<file path="config.mk">
export PLATFORM = sky130hd
export DESIGN_NAME = regfile_mp_sb
export DESIGN_NICKNAME = d
export VERILOG_FILES = /design/src/rtl/regfile_mp_sb.sv
export SDC_FILE = /design/constraint.sdc
export NUM_CORES = 1
export LEC_CHECK = 0
export CORE_MARGIN = 2
export CORE_UTILIZATION = 50
export DETAILED_ROUTE_END_ITERATION = 7
export DONT_BUFFER_PORTS = 1
export PLACE_DENSITY = 0.68
export SYNTH_ARGS = -nofsm -noshare
export SYNTH_HDL_FRONTEND = slang
export SYNTH_SLANG_ARGS = --single-unit
</file>
<file path="constraint.sdc">
create_clock -name clk -period 13.1 [get_ports clk]
set_input_delay 2.62 -clock clk [delete_from_list [all_inputs] [get_ports clk]]
set_output_delay 2.62 -clock clk [all_outputs]
set_load 0.1 [all_outputs]
</file>
<file path="src/rtl/regfile_mp_sb.sv">
// regfile_mp_sb: multi-read-port integer register file with a pending-write
// scoreboard and a hardware clear sweep that runs after reset or on request.
// Optional build macro: RF_BYPASS_EN (write-to-read forwarding in the same cycle).
module regfile_mp_sb #(
   parameter int DATA_W   = 32,
   parameter int ADDR_W   = 5,
   parameter int NUM_RD   = 2,
   parameter int ZERO_REG = 1
) (
   input  logic                     clk,
   input  logic                     rst_n,
   input  logic                     clr_req,
   output logic                     rf_ready,
   input  logic [NUM_RD*ADDR_W-1:0] rd_addr,
   output logic [NUM_RD*DATA_W-1:0] rd_data,
   output logic [NUM_RD-1:0]        rd_busy,
   input  logic                     wr_en,
   input  logic [ADDR_W-1:0]        wr_addr,
   input  logic [DATA_W-1:0]        wr_data,
   input  logic                     iss_en,
   input  logic [ADDR_W-1:0]        iss_addr
);

   localparam int DEPTH = 2**ADDR_W;

   typedef enum logic {CLEAR = 1'b0, RUN = 1'b1} state_t;

   state_t            state_reg, state_next;
   logic [ADDR_W-1:0] ptr_reg, ptr_next;
   logic [DATA_W-1:0] mem [DEPTH];
   logic              sb_reg [DEPTH];

   logic run;
   logic clr_ok;
   logic wr_ok;
   logic iss_ok;

   // Writes and issues only take effect in RUN, and a clear request in the
   // same cycle drops them; entry 0 is excluded when it is the hardwired zero.
   assign run      = (state_reg == RUN);
   assign clr_ok   = run && clr_req;
   assign wr_ok    = run && !clr_req && wr_en  && !((ZERO_REG != 0) && (wr_addr  == '0));
   assign iss_ok   = run && !clr_req && iss_en && !((ZERO_REG != 0) && (iss_addr == '0));
   assign rf_ready = run;

   // State and sweep pointer register; reset restarts the sweep from entry 0.
   always_ff @(posedge clk or negedge rst_n) begin
      if (!rst_n) begin
         state_reg <= CLEAR;
         ptr_reg   <= '0;
      end else begin
         state_reg <= state_next;
         ptr_reg   <= ptr_next;
      end
   end

   // Next-state logic: sweep every entry once, then serve until a clear request.
   always_comb begin
      state_next = state_reg;
      ptr_next   = ptr_reg;
      case (state_reg)
         CLEAR: begin
            ptr_next = ptr_reg + 1'b1;   // wraps to 0 after the last entry
            if (ptr_reg == ADDR_W'(DEPTH - 1))
               state_next = RUN;
         end
         RUN: begin
            if (clr_req) begin
               state_next = CLEAR;
               ptr_next   = '0;
            end
         end
         default: begin
            state_next = CLEAR;
            ptr_next   = '0;
         end
      endcase
   end

   // Storage array: the sweep zeroes one entry per cycle, RUN takes writeback.
   always_ff @(posedge clk) begin
      if (!run)
         mem[ptr_reg] <= '0;
      else if (wr_ok)
         mem[wr_addr] <= wr_data;
   end

   // One scoreboard bit per entry; a new issue outranks a same-cycle writeback.
   generate
      for (genvar gi = 0; gi < DEPTH; gi++) begin : g_sb
         always_ff @(posedge clk or negedge rst_n) begin
            if (!rst_n)
               sb_reg[gi] <= 1'b0;
            else if (clr_ok)
               sb_reg[gi] <= 1'b0;
            else if (iss_ok && (iss_addr == ADDR_W'(gi)))
               sb_reg[gi] <= 1'b1;
            else if (wr_ok && (wr_addr == ADDR_W'(gi)))
               sb_reg[gi] <= 1'b0;
         end
      end
   endgenerate

   // Read ports: combinational lookup, masked to zero while the file is not ready.
   generate
      for (genvar gi = 0; gi < NUM_RD; gi++) begin : g_rd
         logic [ADDR_W-1:0] ra;
         logic [DATA_W-1:0] dat;
         logic              bsy;

         assign ra = rd_addr[gi*ADDR_W +: ADDR_W];

         // Select array contents, zero register, optional forwarding, sweep mask.
         always_comb begin
            dat = mem[ra];
            bsy = sb_reg[ra];
            if ((ZERO_REG != 0) && (ra == '0)) begin
               dat = '0;
               bsy = 1'b0;
            end
`ifdef RF_BYPASS_EN
            if (wr_ok && (ra == wr_addr)) begin
               dat = wr_data;
               bsy = iss_ok && (iss_addr == wr_addr);
            end
`else
`endif
            if (!run) begin
               dat = '0;
               bsy = 1'b0;
            end
         end

         assign rd_data[gi*DATA_W +: DATA_W] = dat;
         assign rd_busy[gi]                  = bsy;
      end
   endgenerate

endmodule
</file>
; ---- Word-level counts from Yosys, hierarchy flattened
; Memory sizes are Yosys's and may differ from the RTL's.
; Cells that the tools add are included.
[classes]
mux = 122
n_eq_ne = 64
n_lt_le_gt_ge = 2
n_reduce_logical = 110
add_sub_neg = 1
n_bitwise = 3
[ops]
columns = op, count
row1 = == test 5 bit (second input constant), 33
row2 = 2-to-1 mux 32 bit, 5
row3 = 2-to-1 mux 1 bit, 111
row4 = nonzero test 3 bit, 32
row5 = == test 5 x 4 -> 1 bit (second input constant), 16
row6 = logical AND 1 bit, 70
row7 = == test 5 x 3 -> 1 bit (second input constant), 8
row8 = OR reduction 32 bit, 1
row9 = == test 5 x 2 -> 1 bit (second input constant), 4
row10 = logical NOT 5 bit, 4
row11 = greater-or-equal comparator 6 bit (second input constant), 2
row12 = NOT 5 -> 6 bit, 2
row13 = binary-select mux 1 bit (select 5 bit), 2
row14 = == test 5 x 1 -> 1 bit (second input constant), 2
row15 = 2-to-1 mux 5 bit, 2
row16 = one-hot mux 5 bit (2 select lines), 1
row17 = adder 5 x 1 -> 5 bit (second input constant), 1
row18 = logical NOT 1 bit, 3
row19 = != test 2 bit (second input constant), 1
row20 = one-hot mux 1 bit (2 select lines), 1
row21 = NOT 1 bit, 1
[word_totals]
output_inout_bits = 67
n_memories = 1
ramBits = 1024
word_cells = 337
reg_bits = 38
in_bits = 57
[memory_table]
columns = memory, words, word_bits, rd, rd_ports_with_merged_regs, wr, line
row1 = mem, 32, 32, 2, 0, 1, 30  ; logic [DATA_W-1:0] mem [DEPTH];

; ---- Logic depth before layout (Yosys ltp)
[logic_depth]
word_depth = 9
mapped_depth = 9
mapped_depth_nobuf = 4

; ---- Worst setup path before layout
; OpenSTA, ideal clock, no wires.
[synth_path]
kind = input-to-output
startpoint = input rd_addr[6]
endpoint = output rd_data[53]
arrival_ns = 4.729
setup_slack_ns = 5.751
path_stages = 6
required_time_ns = 10.480
cell_sequence = buf_2 -> buf_2 -> buf_1 -> mux4_2 -> a22oi_1 -> nand4_1
[synth_via]
elab_chain_len = 3
elab_cells_between_ends = 4
classes_between = mux: 2 / reduce/logical: 1 / memory: 1
[synth_rtl]
columns = element, line
row1 = "start, declared", 14  ; input logic [NUM_RD*ADDR_W-1:0] rd_addr,
row2 = memory read (32 x 32 bit) or logical NOT 5 bit (tied branches), -
row3 = 2-to-1 mux 32 bit (*), 117  ; if ((ZERO_REG != 0) && (ra == '0)) begin
row4 = 2-to-1 mux 32 bit (*), 128  ; if (!run) begin
row5 = "end, declared", 15  ; output logic [NUM_RD*DATA_W-1:0] rd_data,
; Mark *: on every way between the ends. The rest lies on a longest branch, timed or not.

; ---- Worst setup path in the final report
[layout_path]
startpoint = input rd_addr[1]
endpoint = output rd_data[1]
; The elaborated chain is that of the path after synthesis.

==> summary.txt <==
Critical path
  • Crit path max fanout: around 400
  • Startpoint type of the worst setup path: input port
  • Critical path class: in2out
  • Worst path arrival time: 5.29 ns
  • CP required: between 10 and 15 ns
  • Critical path endpoint category: output pin

Placed design
  • Placed Cells: between 4k and 5k
  • Area after DPL: just over 50000 um2
  • Worst slack, placed: ~5.4 ns
  • Number of port buffers: 0
  • GPL Wtd Cong: approximately 0.85
  • HPWL after DPL: 78500 um

Routing
  • First-pass DRT Iterations: 6
  • DRT iter0 DRCs: roughly 4.8k
  • Post-route antenna net violation count: 0
  • # DRC: 0
  • Vias per cell: between 7 and 8
  • Routed WL: approximately 150000 um
  • Via count: roughly 31k
  • Avg WL per Cell: 34.5 um

Die
  • Die Ht: approximately 320 um
  • Die width: between 300 and 400 um
  • Site Rows: around 120
  • I/O pins: about 120
  • Initial Util: 50.6%
  • Die area: about 100000 um2
  • Core outline area: 98700 um2

Synthesis
  • Post-synth cell types: between 60 and 70
  • Syn Area/Cell: approximately 17 um2
  • Post-synthesis register bit count: 1062
  • Syn Nets: 3049
  • Top cell type's share of synthesized area: 61.6%
  • Number of synthesized flops with an enable pin: between 1k and 1.5k
  • Register area share after synthesis: between 60% and 70%
  • Largest cells by area after synthesis: edfxtp_1 62%, mux4_2 13%, mux2i_1 7.9%, a22oi_1 3.5%, dfrtp_1 1.9%
  • Dominant synthesized flop cell: edfxtp_1
  • Synthesized area: around 50000 um2
  • Yosys warnings: 0
  • Synth async-reset ratio: 3.58%
  • Yosys top cell by area: edfxtp_1
  • Post-Synthesis Cells: 2990

STA
  • Setup WS post-layout: 5.19 ns
  • Worst Hold Margin: 0.518 ns
  • Relative slew slack: -4.92%
  • Final setup viols: 0
  • Max Fclk: between 0.1 and 0.15 GHz
  • Skew final: between 0.01 and 0.015 ns
  • Slew Limit Fails: ~150
  • Final min period: a little under 8 ns
  • Slew at the pin closest to its max-slew limit: 1.57 ns
  • RSZ-0062 raised after global routing: false
  • Final worst path period share: about three fifths
  • Final TNS setup: 0 ns
  • Fin. Hold Viols: 0

Clocking
  • CTS tree: built
  • Clk_lat worst skew: 0.68 ns
  • Register clock-pin slew on the reported worst setup and hold paths: 0.06 ns
  • Postcts setup bufs: 0
  • Clock Sinks: 1062
  • Num CTS Buffers: ~110
  • CTS H-tree lvls: 3
  • CTS root buffer: clkbuf_16
  • # hold bufs at CTS: 0
  • Max clock buf depth: 3
  • Post-cts sizing count: 0

Cells and area
  • Final Util: 55.7%
  • Most frequent cells in the layout: 1024 x edfxtp_1, 392 x mux2i_1, 295 x mux4_2, 231 x a22oi_1, 161 x nand2_1
  • Most common cell after layout, fill and taps aside: edfxtp_1
  • Net count, final: around 3.1k
  • Area delta synth->final: 10.1%
  • Cell area after layout: between 50000 and 60000 um2
  • Max FFs per register: 1024
  • Share of cells above drive strength 1: between 20% and 30%
  • Post-route insts no fill: between 4k and 5k

Pwr
  • Total Power: roughly 8.7 mW
  • P_leak: 18.6 nW
  • Power per cell area: 159 nW/um2
  • Worst ir drop on vdd: 0.0993 mV

Global routing
  • First-pass GRT wire length: ~220000 um
  • Vias in the first global route: a little over 30k
  • Largest net degree at the start of global routing: a little under 400
  • Grt ovf: 0
  • Antenna violations before repair: 11
  • GRT Util Overall: between 20% and 30%

Run status
  • Status: finished with violations
  • Violated checks: max-slew violations

Worst hold path
  • Hold Crit Class: reg2reg

Job
  • Max-cap violation count: 0
logic make-up (layout without fill, tap and decap cells):
group                      after synthesis  count (layout)  share of synthesized area [%]
DFF                                   1062            1062                           63.5
muxes                                  758             758                           22.9
and+or+nand+nor                        477             477                           4.84
AOI/OAI and AO/OA                      453             453                           6.10
buffers and inverters                  236             337                           2.56
adders and majority gates                2               2                         0.0501
xor gates and xnor gates                 2               2                         0.0351
other                                    0               4                              0
cells in the mapped netlist (3+ instances only):
library cell,instances
dfrtp_1,38
nand3b_1,4
nand2b_1,5
buf_1,11
nand4b_1,3
o22ai_1,3
mux4_2,295
a22oi_1,231
nor3_1,27
nand4_1,67
and2_1,36
a21o_1,4
a21oi_1,130
nor3b_1,4
mux2_2,67
buf_2,58
edfxtp_1,1024
nand2_1,161
nor2_1,22
nand3_1,112
mux4_1,4
buf_4,46
o21ai_0,34
clkbuf_1,96
inv_1,3
a32oi_1,3
mux2i_1,392
buf_6,18
or4_1,3
or2_2,4
a2bb2oi_1,33
nor4_1,6
nor2b_1,13
area by class of cell:
class | count | area, um2
clock inverters | 61 | 499
flip-flops and latches | 1062 | 31700
clock buffers | 141 | 2920
multi-input cells | 1692 | 17200
fillers | 7499 | 43800
repair buffers | 130 | 976
diodes | 4 | 10.0
inverters | 5 | 18.8
well taps | 1287 | 1610
critical path, cell delays in order:
cell     delay (ns)
nor3_1         0.61
nor3_2         0.06
buf_4          0.36
nand2_1        0.19
nand4_1        0.33
buf_4          0.37
worst paths after layout:
check | from | end | slack (ns) | cells past startpoint
worst max-delay path | rd_addr[1] | rd_data[1] | 5.19 | 6
worst min-delay path | sb_reg[31] | sb_reg[31] | 0.52 | 1
worst max register to register | rf_ready | mem[29][14] | 8.63 | 5
worst min register to register | sb_reg[31] | sb_reg[31] | 0.52 | 1
max in group asynchronous | rst_n | rf_ready | 11.37 | 0
min in group asynchronous | rst_n | sb_reg[12] | 1.63 | 0
metal layers:
layer,vias to the layer above,GRT usage (%),wire length (um)
li1,12393,-,-
met1,16009,40.5,56300
met2,2139,46.1,70700
met3,390,6.06,18000
met4,10,11.2,6040
met5,-,0,73
report_power, final:
group / switching [mW] / leakage (nW) / internal (mW) / total [mW]
Sequential: 0.174 / 10.0 / 4.14 / 4.32
Combinational: 0.978 / 6.86 / 0.449 / 1.43
Clock: 1.30 / 1.68 / 1.70 / 3.00
Note: power is estimated with default switching activity, not from simulation.
